[src/rtl/nibble_packer_pkg.sv]
// nibble_packer_pkg
// Shared widths, the FIFO entry type and the lane-insert helper used by the
// nibble packer and its output FIFO.
//   LANES  : nibble lanes per packed word
//   NIB_W  : width of one nibble lane
//   WORD_W : width of a packed word (LANES * NIB_W)
//   SEL_W  : width of the lane index
//   entry_t: one FIFO entry, {partial, word}
package nibble_packer_pkg;

  localparam int LANES  = 4;
  localparam int NIB_W  = 4;
  localparam int WORD_W = 16;
  localparam int SEL_W  = 2;

  typedef struct packed {
    logic              partial;
    logic [WORD_W-1:0] word;
  } entry_t;

  // Returns w with lane 'lane' replaced by nib; lane n lives at [4n+3:4n].
  function automatic logic [WORD_W-1:0] set_lane(input logic [WORD_W-1:0] w,
                                                 input logic [SEL_W-1:0]  lane,
                                                 input logic [NIB_W-1:0]  nib);
    logic [WORD_W-1:0] r;
    r = w;
    r[lane*NIB_W +: NIB_W] = nib;
    return r;
  endfunction

endpackage

[src/rtl/packer_fifo.sv]
// packer_fifo
// Synchronous FIFO of packed-word entries with registered occupancy.
//   clk, reset : clock, asynchronous active-high reset of pointers/level
//   push       : request to write push_entry (accepted if not full, or if a
//                pop takes effect at the same edge)
//   push_entry : entry to write
//   pop        : request to drop the head entry (ignored when empty)
//   head       : current head entry, all zeros while empty
//   full/empty : occupancy flags
//   level      : current occupancy, 0..DEPTH
// DEPTH must be a power of two so the pointers wrap by plain overflow.
module packer_fifo
  import nibble_packer_pkg::*;
#(
  parameter int DEPTH = 4
) (
  input  logic                     clk,
  input  logic                     reset,
  input  logic                     push,
  input  entry_t                   push_entry,
  input  logic                     pop,
  output entry_t                   head,
  output logic                     full,
  output logic                     empty,
  output logic [$clog2(DEPTH):0]   level
);

  localparam int AW    = $clog2(DEPTH);
  localparam int LVL_W = AW + 1;

  entry_t          mem [DEPTH];
  logic [AW-1:0]   wr_ptr;
  logic [AW-1:0]   rd_ptr;
  logic            do_push;
  logic            do_pop;

  assign empty   = (level == '0);
  assign full    = (level == LVL_W'(DEPTH));
  assign do_pop  = pop && !empty;
  // A pop at the same edge frees the slot, so a push at full still lands.
  assign do_push = push && (!full || do_pop);

  always_ff @(posedge clk or posedge reset) begin
    if (reset) begin
      wr_ptr <= '0;
      rd_ptr <= '0;
      level  <= '0;
    end else begin
      if (do_push) wr_ptr <= wr_ptr + 1'b1;
      if (do_pop)  rd_ptr <= rd_ptr + 1'b1;
      case ({do_push, do_pop})
        2'b10:   level <= level + 1'b1;
        2'b01:   level <= level - 1'b1;
        default: level <= level;
      endcase
    end
  end

  // Storage carries no reset; the empty mux below hides stale contents.
  always_ff @(posedge clk) begin
    if (do_push) mem[wr_ptr] <= push_entry;
  end

  assign head = empty ? '0 : mem[rd_ptr];

endmodule

[src/rtl/nibble_packer.sv]
// nibble_packer
// Collects 4-bit nibbles into 16-bit words by lane index and queues each
// closed word (plus a partial flag) in an output FIFO.
//   clk, reset  : clock, asynchronous active-high reset
//   in_valid    : qualifies sel/data this cycle
//   sel         : lane index of the nibble; lane 3 closes the word
//   data        : nibble for lane sel
//   out_ready   : downstream accepts the head word this cycle
//   out_valid   : FIFO head is valid (level != 0)
//   out_word    : head word, lane n at [4n+3:4n]
//   out_partial : head word was closed with an unwritten lane
//   level       : FIFO occupancy
//   overflow    : sticky, a closed word was dropped at full FIFO
module nibble_packer
  import nibble_packer_pkg::*;
#(
  parameter int DEPTH = 4
) (
  input  logic                     clk,
  input  logic                     reset,
  input  logic                     in_valid,
  input  logic [SEL_W-1:0]         sel,
  input  logic [NIB_W-1:0]         data,
  input  logic                     out_ready,
  output logic                     out_valid,
  output logic [WORD_W-1:0]        out_word,
  output logic                     out_partial,
  output logic [$clog2(DEPTH):0]   level
  ,
  output logic                     overflow
);

  logic [WORD_W-1:0] asm_word_p0;
  logic [LANES-1:0]  asm_mask_p0;
  logic [WORD_W-1:0] word_next;
  logic [LANES-1:0]  mask_next;
  logic              close;
  logic              pop;
  logic              full;
  logic              empty;
  entry_t            push_entry;
  entry_t            head;

  // Assembly state as it would be after this cycle's nibble; the closing
  // word is pushed from here so the last lane lands in the same edge.
  always_comb begin
    word_next = asm_word_p0;
    mask_next = asm_mask_p0;
    if (in_valid) begin
      word_next      = set_lane(asm_word_p0, sel, data);
      mask_next[sel] = 1'b1;
    end
  end

  assign close              = in_valid && (sel == SEL_W'(LANES - 1));
  assign push_entry.partial = ~&mask_next;
  assign push_entry.word    = word_next;

  // ---- stage p0: assembly register and lane mask ----
  always_ff @(posedge clk or posedge reset) begin
    if (reset) begin
      asm_word_p0 <= '0;
      asm_mask_p0 <= '0;
    end else if (close) begin
      asm_word_p0 <= '0;
      asm_mask_p0 <= '0;
    end else if (in_valid) begin
      asm_word_p0 <= word_next;
      asm_mask_p0 <= mask_next;
    end
  end

  // A closed word is lost only when the FIFO is full and nothing leaves.
  always_ff @(posedge clk or posedge reset) begin
    if (reset) begin
      overflow <= 1'b0;
    end else if (close && full && !pop) begin
      overflow <= 1'b1;
    end
  end

  // ---- stage p1: output FIFO ----
  packer_fifo #(.DEPTH(DEPTH)) u_fifo (
    .clk        (clk),
    .reset      (reset),
    .push       (close),
    .push_entry (push_entry),
    .pop        (pop),
    .head       (head),
    .full       (full),
    .empty      (empty),
    .level      (level)
  );

  assign out_valid   = !empty;
  assign pop         = out_valid && out_ready;
  assign out_word    = head.word;
  assign out_partial = head.partial;

endmodule

[config.mk]
export PLATFORM = sky130hd
export DESIGN_NAME = nibble_packer
export DESIGN_NICKNAME = d
export VERILOG_FILES = /design/src/rtl/nibble_packer_pkg.sv /design/src/rtl/packer_fifo.sv /design/src/rtl/nibble_packer.sv
export SDC_FILE = /design/constraint.sdc
export NUM_CORES = 1
export LEC_CHECK = 0
export ABC_CLOCK_PERIOD_IN_PS = 6300
export BUFFER_PORTS_ARGS = -buffer_cell sky130_fd_sc_hd__buf_2
export CAP_MARGIN = 20
export CORE_UTILIZATION = 45
export CTS_CLUSTER_DIAMETER = 100
export DETAILED_ROUTE_END_ITERATION = 10
export GPL_TIMING_DRIVEN = 1
export PLACE_DENSITY = 0.69
export SYNTH_ARGS = -nofsm -noshare
export SYNTH_HDL_FRONTEND = slang
export SYNTH_SLANG_ARGS = --single-unit
[constraint.sdc]
create_clock -name clk -period 6.3 [get_ports clk]
set_input_delay 0.315 -clock clk [delete_from_list [all_inputs] [get_ports clk]]
set_output_delay 0.315 -clock clk [all_outputs]
set_load 0.01 [all_outputs]
==> results.json, run 1 <==
{
  "p_per_area_nw_per_um2": 350,
  "clkTransAtPathRegs_ns": 0.08,
  "synthesis.area_um2": 4170,
  "synth_mux_area_share_pct": 10.5,
  "syn_avg_cell_area_um2": 16.4,
  "synth.distinct_cells": 37,
  "numCtsBuffers": 9,
  "synth_top_area_share_pct": 49.0,
  "synth_edf_count": 68,
  "rsz0062_at_grt": "false",
  "start_util_pct": 47.1,
  "setup_viol": 0,
  "die_h_um": 98.2,
  "antenna_left": 0,
  "drive_above_1_share_pct": 21.6,
  "antenna_found_initial": 0,
  "path_max_fanout": 18,
  "portBuffers": 31,
  "ys_seq_area_share_pct": 65.8,
  "critPathBufInv": 1,
  "gp_congestion": 0.771,
  "io_pins": 32,
  "diodes": 0,
  "die_area_um2": 9650,
  "yosysMostFrequentCell": "edfxtp_1",
  "htreeDepth": 3,
  "final_util_pct": 52.3,
  "period_needed_ns": 2.31,
  "arrival_ns": 1.99,
  "drc_errors": 0,
  "syn-num-nets": 277,
  "slew_headroom_pct": 40.6,
  "synth-simple-area-share_pct": 8.77,
  "grt_max_degree": 29,
  "grt.total_usage_pct": 15.7,
  "status": "finished, final reports clean",
  "cp_data_required_time_ns": 5.98,
  "synth_xor_area_share_pct": 1.26,
  "synth_top_area_cell": "edfxtp_1",
  "grt_first_pass_wirelength_mm": 11.5,
  "crit_family": "flip-flops",
  "gr-total-overflow": 0,
  "power.leakage_nw": 1.83,
  "timing.max_cap.violations": 0,
  "vias": 2193,
  "hpwl_mm": 4.78,
  "routedWlPerCell_um": 17.5,
  "via_per_inst": 5.43,
  "netlist_top_cells_area": "edfxtp_1 49%, dfrtp_1 17%, mux4_1 5.7%, mux4_2 4.3%, and2_1 4.1%",
  "slowest_stage": "dfrtp_1",
  "post-route-period-util_pct": 36.6,
  "syn_inst": 254,
  "grt_pass1_vias": 2276,
  "cts_buffer_depth": 2,
  "skew_ns": 0.0102,
  "critPathKind": "register to primary output",
  "slowest_delay_ns": 0.87,
  "ir_drop_uv": 227,
  "wirelength_mm": 7.06,
  "fmax_mhz": 433,
  "fin_tns_setup_ns": 0,
  "worst-path-stages": 3,
  "hold_class": "input pin to register",
  "cts_tree": "built",
  "cp-end-kind": "primary output",
  "fillers": 739,
  "cts_sinks": 96,
  "rows": 34,
  "fp.coreArea_um2": 8850,
  "synth_top_family_by_area": "multiplexers",
  "dr.pass1.iters": 4,
  "clkLatencyLatePin_ns": 0.35,
  "dr.first_iter.drc_count": 138,
  "reg2regPathDepth": 8,
  "areaGrowthSynthToFinish_pct": 11.0,
  "postSynth.asyncResetShare_pct": 29.2,
  "worst_pin_slew_ns": 0.891,
  "final_nets": 314,
  "drv_slew": 0,
  "synth_compound_area_share_pct": 7.02,
  "startpoint_type": "register",
  "synthFlopType": "edfxtp_1",
  "ys_ff_latch": 96,
  "die_w_um": 98.2,
  "synthTopCellsByCount": "68 x edfxtp_1, 28 x dfrtp_1, 27 x and2_1, 15 x a22o_1, 14 x nand2_1",
  "min_path_cells": 3,
  "cts-resized-gates": 0,
  "synthAdderAreaFrac_pct": 4.08,
  "critical_path.cell_chain": "mux4_2 -> and2_1 -> buf_2",
  "hold_viol": 0,
  "cts-root-buf": "clkbuf_8",
  "ys_warn_count": 0
}
registers in the layout, summed over array words and instances (netlist names):
register	flops
asm_word_p0	16
overflow	1
u_fifo.rd_ptr	2
u_fifo.wr_ptr	2
u_fifo.level	3
u_fifo.mem	68
asm_mask_p0	4
layout by cell type, fill, tap and decap left out, drive strengths merged, types with 2 or more instances in the layout:
| cell | instances |
|---|---|
| buf | 33 |
| o21a | 3 |
| nor2 | 9 |
| nor3b | 2 |
| xnor2 | 3 |
| a21oi | 3 |
| nor4 | 2 |
| dfrtp | 28 |
| clkinv | 2 |
| clkbuf | 10 |
| inv | 13 |
| edfxtp | 68 |
| mux4 | 17 |
| nand2 | 14 |
| xor2 | 3 |
| a21bo | 2 |
| ha | 12 |
| a31o | 3 |
| o21ai | 8 |
| a22o | 15 |
| clkinvlp | 2 |
| a21o | 5 |
| and2 | 28 |
final cells by class:
class                      count  area [µm²]  area share, %
multi-input combinational    139        1320           28.5
timing repair buffer          34         220           4.76
clock inverter                 6        41.3          0.892
inverter                      11        41.3          0.892
tap                          108         135           2.92
clock buffer                  10         128           2.76
sequential                    96        2740           59.3
tightest hold or removal path, cell delays in order:
cell	delay [ns]
buf_2	0.12
nand3_1	0.09
xnor2_1	0.06
per-layer routing:
| layer | wire, µm | vias up | track usage [%] | share of wire, % |
|---|---|---|---|---|
| li1 | - | 1035 | - | - |
| met1 | 3290 | 1100 | 20.7 | 47 |
| met2 | 3400 | 49 | 25.5 | 48 |
| met3 | 265 | 9 | 3.58 | 3.8 |
| met4 | 105 | 0 | 6.43 | 1.5 |
| met5 | 0 | - | 0 | 0 |
through the flow:
stage | area, µm² | instances | hold slack (ns) | power (mW) | setup WS (ns)
6_report | 4630 | 404 | 0.280 | 1.62 | 3.99
5_1_grt | 4630 | 404 | 0.284 | 1.72 | 3.74
4_1_cts | 4560 | 401 | 0.238 | 1.62 | 3.52
3_5_place_dp | 4390 | 385 | 0.442 | 1.27 | 3.70
3_3_place_gp | 4390 | 385 | 0.434 | 1.26 | 3.77
2_1_floorplan | 4170 | 254 | 0.380 | 1.14 | 4.23
worst paths after layout:
kind | start | endpoint | slack (ns)
setup / recovery | u_fifo.rd_ptr[1] | out_word[13] | 3.99
max in group asynchronous | reset | asm_word_p0[4] | 5.45
hold / removal | out_ready | u_fifo.rd_ptr[1] | 0.28
min in group asynchronous | reset | asm_mask_p0[1] | 0.43
setup reg to reg | u_fifo.level[0] | u_fifo.level[2] | 4.01
hold reg to reg | overflow | overflow | 0.46
logic make-up (layout without fill, tap and decap cells):
kind of cell               Yosys count  after routing
DFF                                 96             96
AOI/OAI and AO/OA                   39             39
and+or+nand+nor                     62             62
adders and majority gates           13             13
muxes                               19             19
xor gates and xnor gates             6              6
buffers and inverters               19             61
where the power goes:
group          internal [mW]  leakage (nW)  switching (mW)
Combinational          0.257         0.764           0.222
Clock                  0.144        0.0807           0.208
Sequential             0.732         0.985          0.0582
Total                   1.13          1.83           0.488
repair_timing:
item,4_1_cts,5_1_grt
hold buffers,0,1
endpoints found under the hold margin,0,5
buffers inserted,0,0
Note: power is estimated with default switching activity, not from simulation.
==> run 2: changes to the inputs <==
ABC_AREA = 1   (was default)
ABC_CLOCK_PERIOD_IN_PS = 2100   (was 6300)
PLACE_DENSITY = 0.71   (was 0.69)
clock period = 2.1 ns   (was 6.3 ns; I/O delays follow)
==> run 2 against run 1 <==
  * Critical endpoint is now u_fifo.level[2]
  * Sequential power grew to 2.9 times the previous value
  * Wire length grew 13%
  * Highest routed layer unchanged
  * Sequential share of layout area shrank 1.4 points
  * Largest cell class unchanged
==> results.json, run 2 <==
{
  "status": "finished, final reports clean",
  "grt_max_degree": 37,
  "antenna_left": 0,
  "dr.first_iter.drc_count": 150,
  "p_per_area_nw_per_um2": 1130,
  "ir_drop_uv": 478,
  "cts_sinks": 96,
  "diodes": 0,
  "final_cell_count_no_fill": 570,
  "ys_ff_latch": 96,
  "portBuffers": 31,
  "rsz0062_at_grt": "false",
  "grt_first_pass_wirelength_mm": 13.2,
  "antenna_found_initial": 0,
  "syn_inst": 400,
  "cts_tree": "built",
  "synth_top_area_cell": "edfxtp_1",
  "post-route-period-util_pct": 90.7,
  "ys_seq_area_share_pct": 63.8,
  "netlist_top_cells_area": "edfxtp_1 47%, dfrtp_1 16%, nor2_1 9.0%, nand2_1 3.8%, ha_1 3.5%",
  "synthesis.area_um2": 4300,
  "power.leakage_nw": 2.02,
  "die_h_um": 99.7,
  "fmax_mhz": 525,
  "wirelength_mm": 7.98,
  "die_area_um2": 9950,
  "final_nets": 459,
  "fin_tns_setup_ns": 0,
  "dr.pass1.iters": 4,
  "fillers": 831,
  "grt_pass1_vias": 2699,
  "clock_power_share_pct": 21.2,
  "setup_viol": 0,
  "largest_register_ffs": 68,
  "clkLatencyLatePin_ns": 0.36,
  "path_max_fanout": 8,
  "pwr-share-comb_pct": 36.2,
  "setup_slack_ns": 0.195,
  "cp-end-kind": "register",
  "hold_viol": 0,
  "drive_above_1_share_pct": 17.7,
  "power.switching_mw": 2.01,
  "via_per_inst": 4.83,
  "postSynth.asyncResetShare_pct": 29.2,
  "layout_commonest_cell": "nor2_1",
  "syn_avg_cell_area_um2": 10.7,
  "arrival_ns": 2.19,
  "synth_top_area_share_pct": 47.5,
  "yosysMostFrequentCell": "nor2_1",
  "slew_headroom_pct": 68.0,
  "critPathKind": "register to register",
  "synthTopCellsByCount": "103 x nor2_1, 68 x edfxtp_1, 44 x nand2_1, 37 x inv_1, 29 x o21ai_1",
  "reg_top3": "u_fifo.mem: 68 flops, asm_word_p0: 16 flops, asm_mask_p0: 4 flops",
  "met1_length_mm": 3.82,
  "timing.max_cap.violations": 0,
  "vias": 2752,
  "synthFlopType": "edfxtp_1",
  "fp.coreArea_um2": 9240,
  "met2_wirelength_mm": 3.83,
  "skew_ns": 0.0124,
  "cts-root-buf": "clkbuf_8",
  "final_cell_mix": "103 x nor2_1, 68 x edfxtp_1, 44 x nand2_1",
  "synth_edf_count": 68,
  "met3WireLength_um": 246,
  "highest_layer": "met4",
  "drv_slew": 0,
  "htreeDepth": 3,
  "clkTransAtPathRegs_ns": 0.09,
  "p_sw_share_pct": 37.4,
  "cts_buffer_depth": 2,
  "cp_data_required_time_ns": 2.38,
  "io_pins": 32,
  "period_needed_ns": 1.90,
  "startpoint_type": "register",
  "ys_warn_count": 0,
  "areaGrowthSynthToFinish_pct": 10.2,
  "seq_power_share_pct": 42.6,
  "grt.total_usage_pct": 17.7,
  "synth.distinct_cells": 27,
  "worst_pin_slew_ns": 0.480,
  "syn-num-nets": 423,
  "start_util_pct": 46.5,
  "place_inst": 553,
  "total_power_mw": 5.37,
  "cts_setup_buffers": 0,
  "rows": 35,
  "gp_congestion": 0.794,
  "routedWlPerCell_um": 14.0,
  "top_register": "u_fifo.mem",
  "die_w_um": 99.7,
  "gr-total-overflow": 0,
  "dp_slack_ns": 0.186,
  "hpwl_mm": 5.16,
  "numCtsBuffers": 9,
  "drc_errors": 0,
  "hold_class": "input pin to register",
  "p_int_mw": 3.36
}
[run 2: changes by cell type after synthesis, moves of 14 or more]
cell,previous run,this run
nor2_1,9,103
nand2_1,14,44
o21ai_1,0,29
and2_1,27,0
inv_1,11,37
a22o_1,15,0
a21oi_1,3,17
[run 2: logic make-up after synthesis]
group / Yosys count / share of synthesized area [%]
AOI/OAI and AO/OA: 70 / 9.34
xor gates and xnor gates: 3 / 0.611
adders and majority gates: 13 / 3.96
buffers and inverters: 57 / 6.96
DFF: 96 / 63.8
and+or+nand+nor: 161 / 15.3
[run 2: what timing repair did]
item / in CTS / in global routing
resized for setup: 0 / 0
endpoints found under the setup margin: 0 / 0
hold endpoints to repair: 28 / 0
hold buffers: 1 / 0
[run 2: routing by layer]
layer / up-vias / global-route usage, %
li1: 1386 / -
met1: 1313 / 24.4
met2: 44 / 28.1
met3: 9 / 2.81
met4: 0 / 7.13
met5: - / 0
[run 2: cell type report]
type	instances	area, µm²	share of cell area [%]
multi-input cells	247	1260	26.5
well taps	129	161	3.41
inverters	42	163	3.43
clock buffers	9	124	2.61
flip-flops and latches	96	2740	57.9
clock inverters	7	63.8	1.35
repair buffers	40	225	4.75
[run 2: critical path: stages (launching register included)]
cell     delay (ns)
dfrtp_1        0.42
nor2_1         0.15
nand2_1        0.12
nand2_2        0.16
ha_1           0.17
inv_1          0.07
fa_1           0.38
nor2_1         0.11
nor2_1         0.04
nand2_1        0.06
xor2_1         0.14
[run 2: power groups by stage]
stage	registers, mW	logic, mW	clock network [mW]
detailed placement	2.33	1.97	0
finish	2.28	1.95	1.14
CTS	2.28	1.97	1.16
global placement	2.32	1.93	0
floorplan	2.31	1.51	0
global route	2.30	2.21	1.24
[run 2: worst paths after layout]
path | start | end | slack, ns | cells past startpoint
max in group asynchronous | reset | asm_word_p0[0] | 1.48 | 4
setup / recovery | u_fifo.level[0] | u_fifo.level[2] | 0.20 | 10
min in group asynchronous | reset | u_fifo.rd_ptr[0] | 0.34 | 4
hold / removal | data[1] | asm_word_p0[1] | 0.07 | 3
hold reg to reg | overflow | overflow | 0.50 | 1
setup reg to reg | u_fifo.level[0] | u_fifo.level[2] | 0.20 | 10
[run 2: stage by stage]
stage	instance area (µm²)	hold WS, ns	util, %
2_1_floorplan	4300	0.170	-
3_3_place_gp	4540	0.186	49.1
3_5_place_dp	4540	0.195	49.1
4_1_cts	4740	0.0562	51.3
5_1_grt	4740	0.0791	51.3
6_report	4740	0.0723	51.3
==> run 3: changes to the inputs <==
SETUP_SLACK_MARGIN = 0.2   (was default)
==> run 3 against run 2 <==
  * Non-clock buffer count increased by 1
  * Sequential share of layout area down 0.38 points
  * Critical path depth down 5
  * Wire length stayed put
  * Critical endpoint is now out_word[3]
==> results.json, run 3 (synthesized netlist as in run 2, its figures left out) <==
{
  "worst_hold_startpoint": "data[1]",
  "highest_layer": "met4",
  "grt_pass1_vias": 2704,
  "gp_congestion": 0.794,
  "skew_ns": 0.0154,
  "cp_data_required_time_ns": 2.00,
  "dr.pass1.iters": 4,
  "reg2regPathDepth": 8,
  "worstSetupEndpoint": "out_word[3]",
  "status": "finished, final reports clean",
  "met2_wirelength_mm": 3.76,
  "die_w_um": 99.7,
  "cts_sinks": 96,
  "routedWlPerCell_um": 14.0,
  "grt_first_pass_wirelength_mm": 13.3,
  "ff2ff_setup_slack_ns": 0.34,
  "post-route-period-util_pct": 85.0,
  "min_path_cells": 3,
  "htreeDepth": 3,
  "period_needed_ns": 1.79,
  "via_per_inst": 4.84,
  "cts_buffer_depth": 2,
  "hold_viol": 0,
  "cp-end-kind": "primary output",
  "drv_slew": 0,
  "cp-startpoint": "u_fifo.level[0]",
  "final_cell_count_no_fill": 571,
  "critPathKind": "register to primary output",
  "final_cell_mix": "102 x nor2_1, 68 x edfxtp_1, 43 x nand2_1",
  "worst_pin_slew_ns": 0.477,
  "diodes": 0,
  "wirelength_mm": 7.98,
  "cts-root-buf": "clkbuf_8",
  "slew_headroom_pct": 68.2,
  "largest_register_ffs": 68,
  "final_nets": 460,
  "power.leakage_nw": 2.03,
  "p_per_area_nw_per_um2": 1140,
  "setup_viol": 0,
  "reg2reg_to": "u_fifo.level[1]",
  "fp.coreArea_um2": 9240,
  "fmax_mhz": 560,
  "gr-total-overflow": 0,
  "start_util_pct": 46.5,
  "top_register": "u_fifo.mem",
  "arrival_ns": 1.68,
  "met1_length_mm": 3.83,
  "timing.max_cap.violations": 0,
  "grt.total_usage_pct": 17.7,
  "die_h_um": 99.7,
  "dr.first_iter.drc_count": 135,
  "path_max_fanout": 17,
  "startpoint_type": "register",
  "hold_class": "input pin to register",
  "reg_top3": "u_fifo.mem: 68 flops, asm_word_p0: 16 flops, asm_mask_p0: 4 flops",
  "portBuffers": 31,
  "hpwl_mm": 5.16,
  "cts_tree": "built",
  "timing.rr.start": "u_fifo.level[0]",
  "ir_drop_uv": 522,
  "drive_above_1_share_pct": 19.0,
  "grt_max_degree": 37,
  "die_area_um2": 9950,
  "io_pins": 32,
  "antenna_found_initial": 0,
  "met3WireLength_um": 307,
  "rsz0062_at_grt": "false",
  "layout_commonest_cell": "nor2_1",
  "drc_errors": 0,
  "clkLatencyLatePin_ns": 0.36,
  "vias": 2763,
  "antenna_left": 0,
  "place_inst": 553,
  "areaGrowthSynthToFinish_pct": 11.0,
  "rows": 35,
  "numCtsBuffers": 9,
  "fin_tns_setup_ns": 0,
  "fillers": 826,
  "clkTransAtPathRegs_ns": 0.09
}
==> run 3: changes by cell type in the layout (fill, tap and decap cells not counted), sizes merged <==
cell  delta
buf      +1
==> run 3: stage by stage <==
step	area, µm²	hold WS [ns]	utilization (%)	power (mW)	worst slack (ns)
global route	4770	0.0791	51.6	5.82	0.205
CTS	4750	0.0562	51.4	5.43	0.216
global placement	4540	0.186	49.1	4.24	0.240
detailed placement	4540	0.195	49.1	4.29	0.186
floorplan	4300	0.170	-	3.83	0.236
finish	4770	0.0720	51.6	5.43	0.315
==> run 3: worst max-delay path: stages (launching register included) <==
cell	delay (ns)
dfrtp_1	0.42
nor2_2	0.15
nand2_1	0.11
inv_2	0.37
a21oi_1	0.11
buf_2	0.17
==> run 3: layout make-up <==
type,count,area (µm²),share of cell area [%]
sequential,96,2740,57.5
clock buffer,9,124,2.60
inverter,42,163,3.41
tap,129,161,3.38
timing repair buffer,41,245,5.14
multi-input combinational,247,1270,26.6
clock inverter,7,63.8,1.34
==> run 3: worst min path at each step <==
stage / end / slack (ns)
2_1_floorplan: asm_mask_p0[0] / 0.17
3_3_place_gp: u_fifo.wr_ptr[1] / 0.19
3_5_place_dp: u_fifo.wr_ptr[0] / 0.19
4_1_cts: asm_word_p0[1] / 0.06
5_1_grt: asm_word_p0[1] / 0.08
6_report: asm_word_p0[1] / 0.07
==> run 3: repair_timing <==
item | 4_1_cts | 5_1_grt
gates resized for setup | 2 | 7
buffers inserted | 0 | 1
endpoints found under the setup margin | 2 | 8
hold endpoints to repair | 28 | 0
hold buffers | 1 | 0
==> run 3: metal layers <==
layer	track usage [%]	up-vias
met2	28.1	51
li1	-	1389
met5	0	-
met1	24.4	1314
met4	7.13	0
met3	2.81	9
==> run 3: report_power, final <==
| group | leakage, nW | switching, mW | internal (mW) |
|---|---|---|---|
| combinational | 0.953 | 1.24 | 0.754 |
| clock | 0.0899 | 0.689 | 0.455 |
| sequential | 0.991 | 0.0986 | 2.19 |
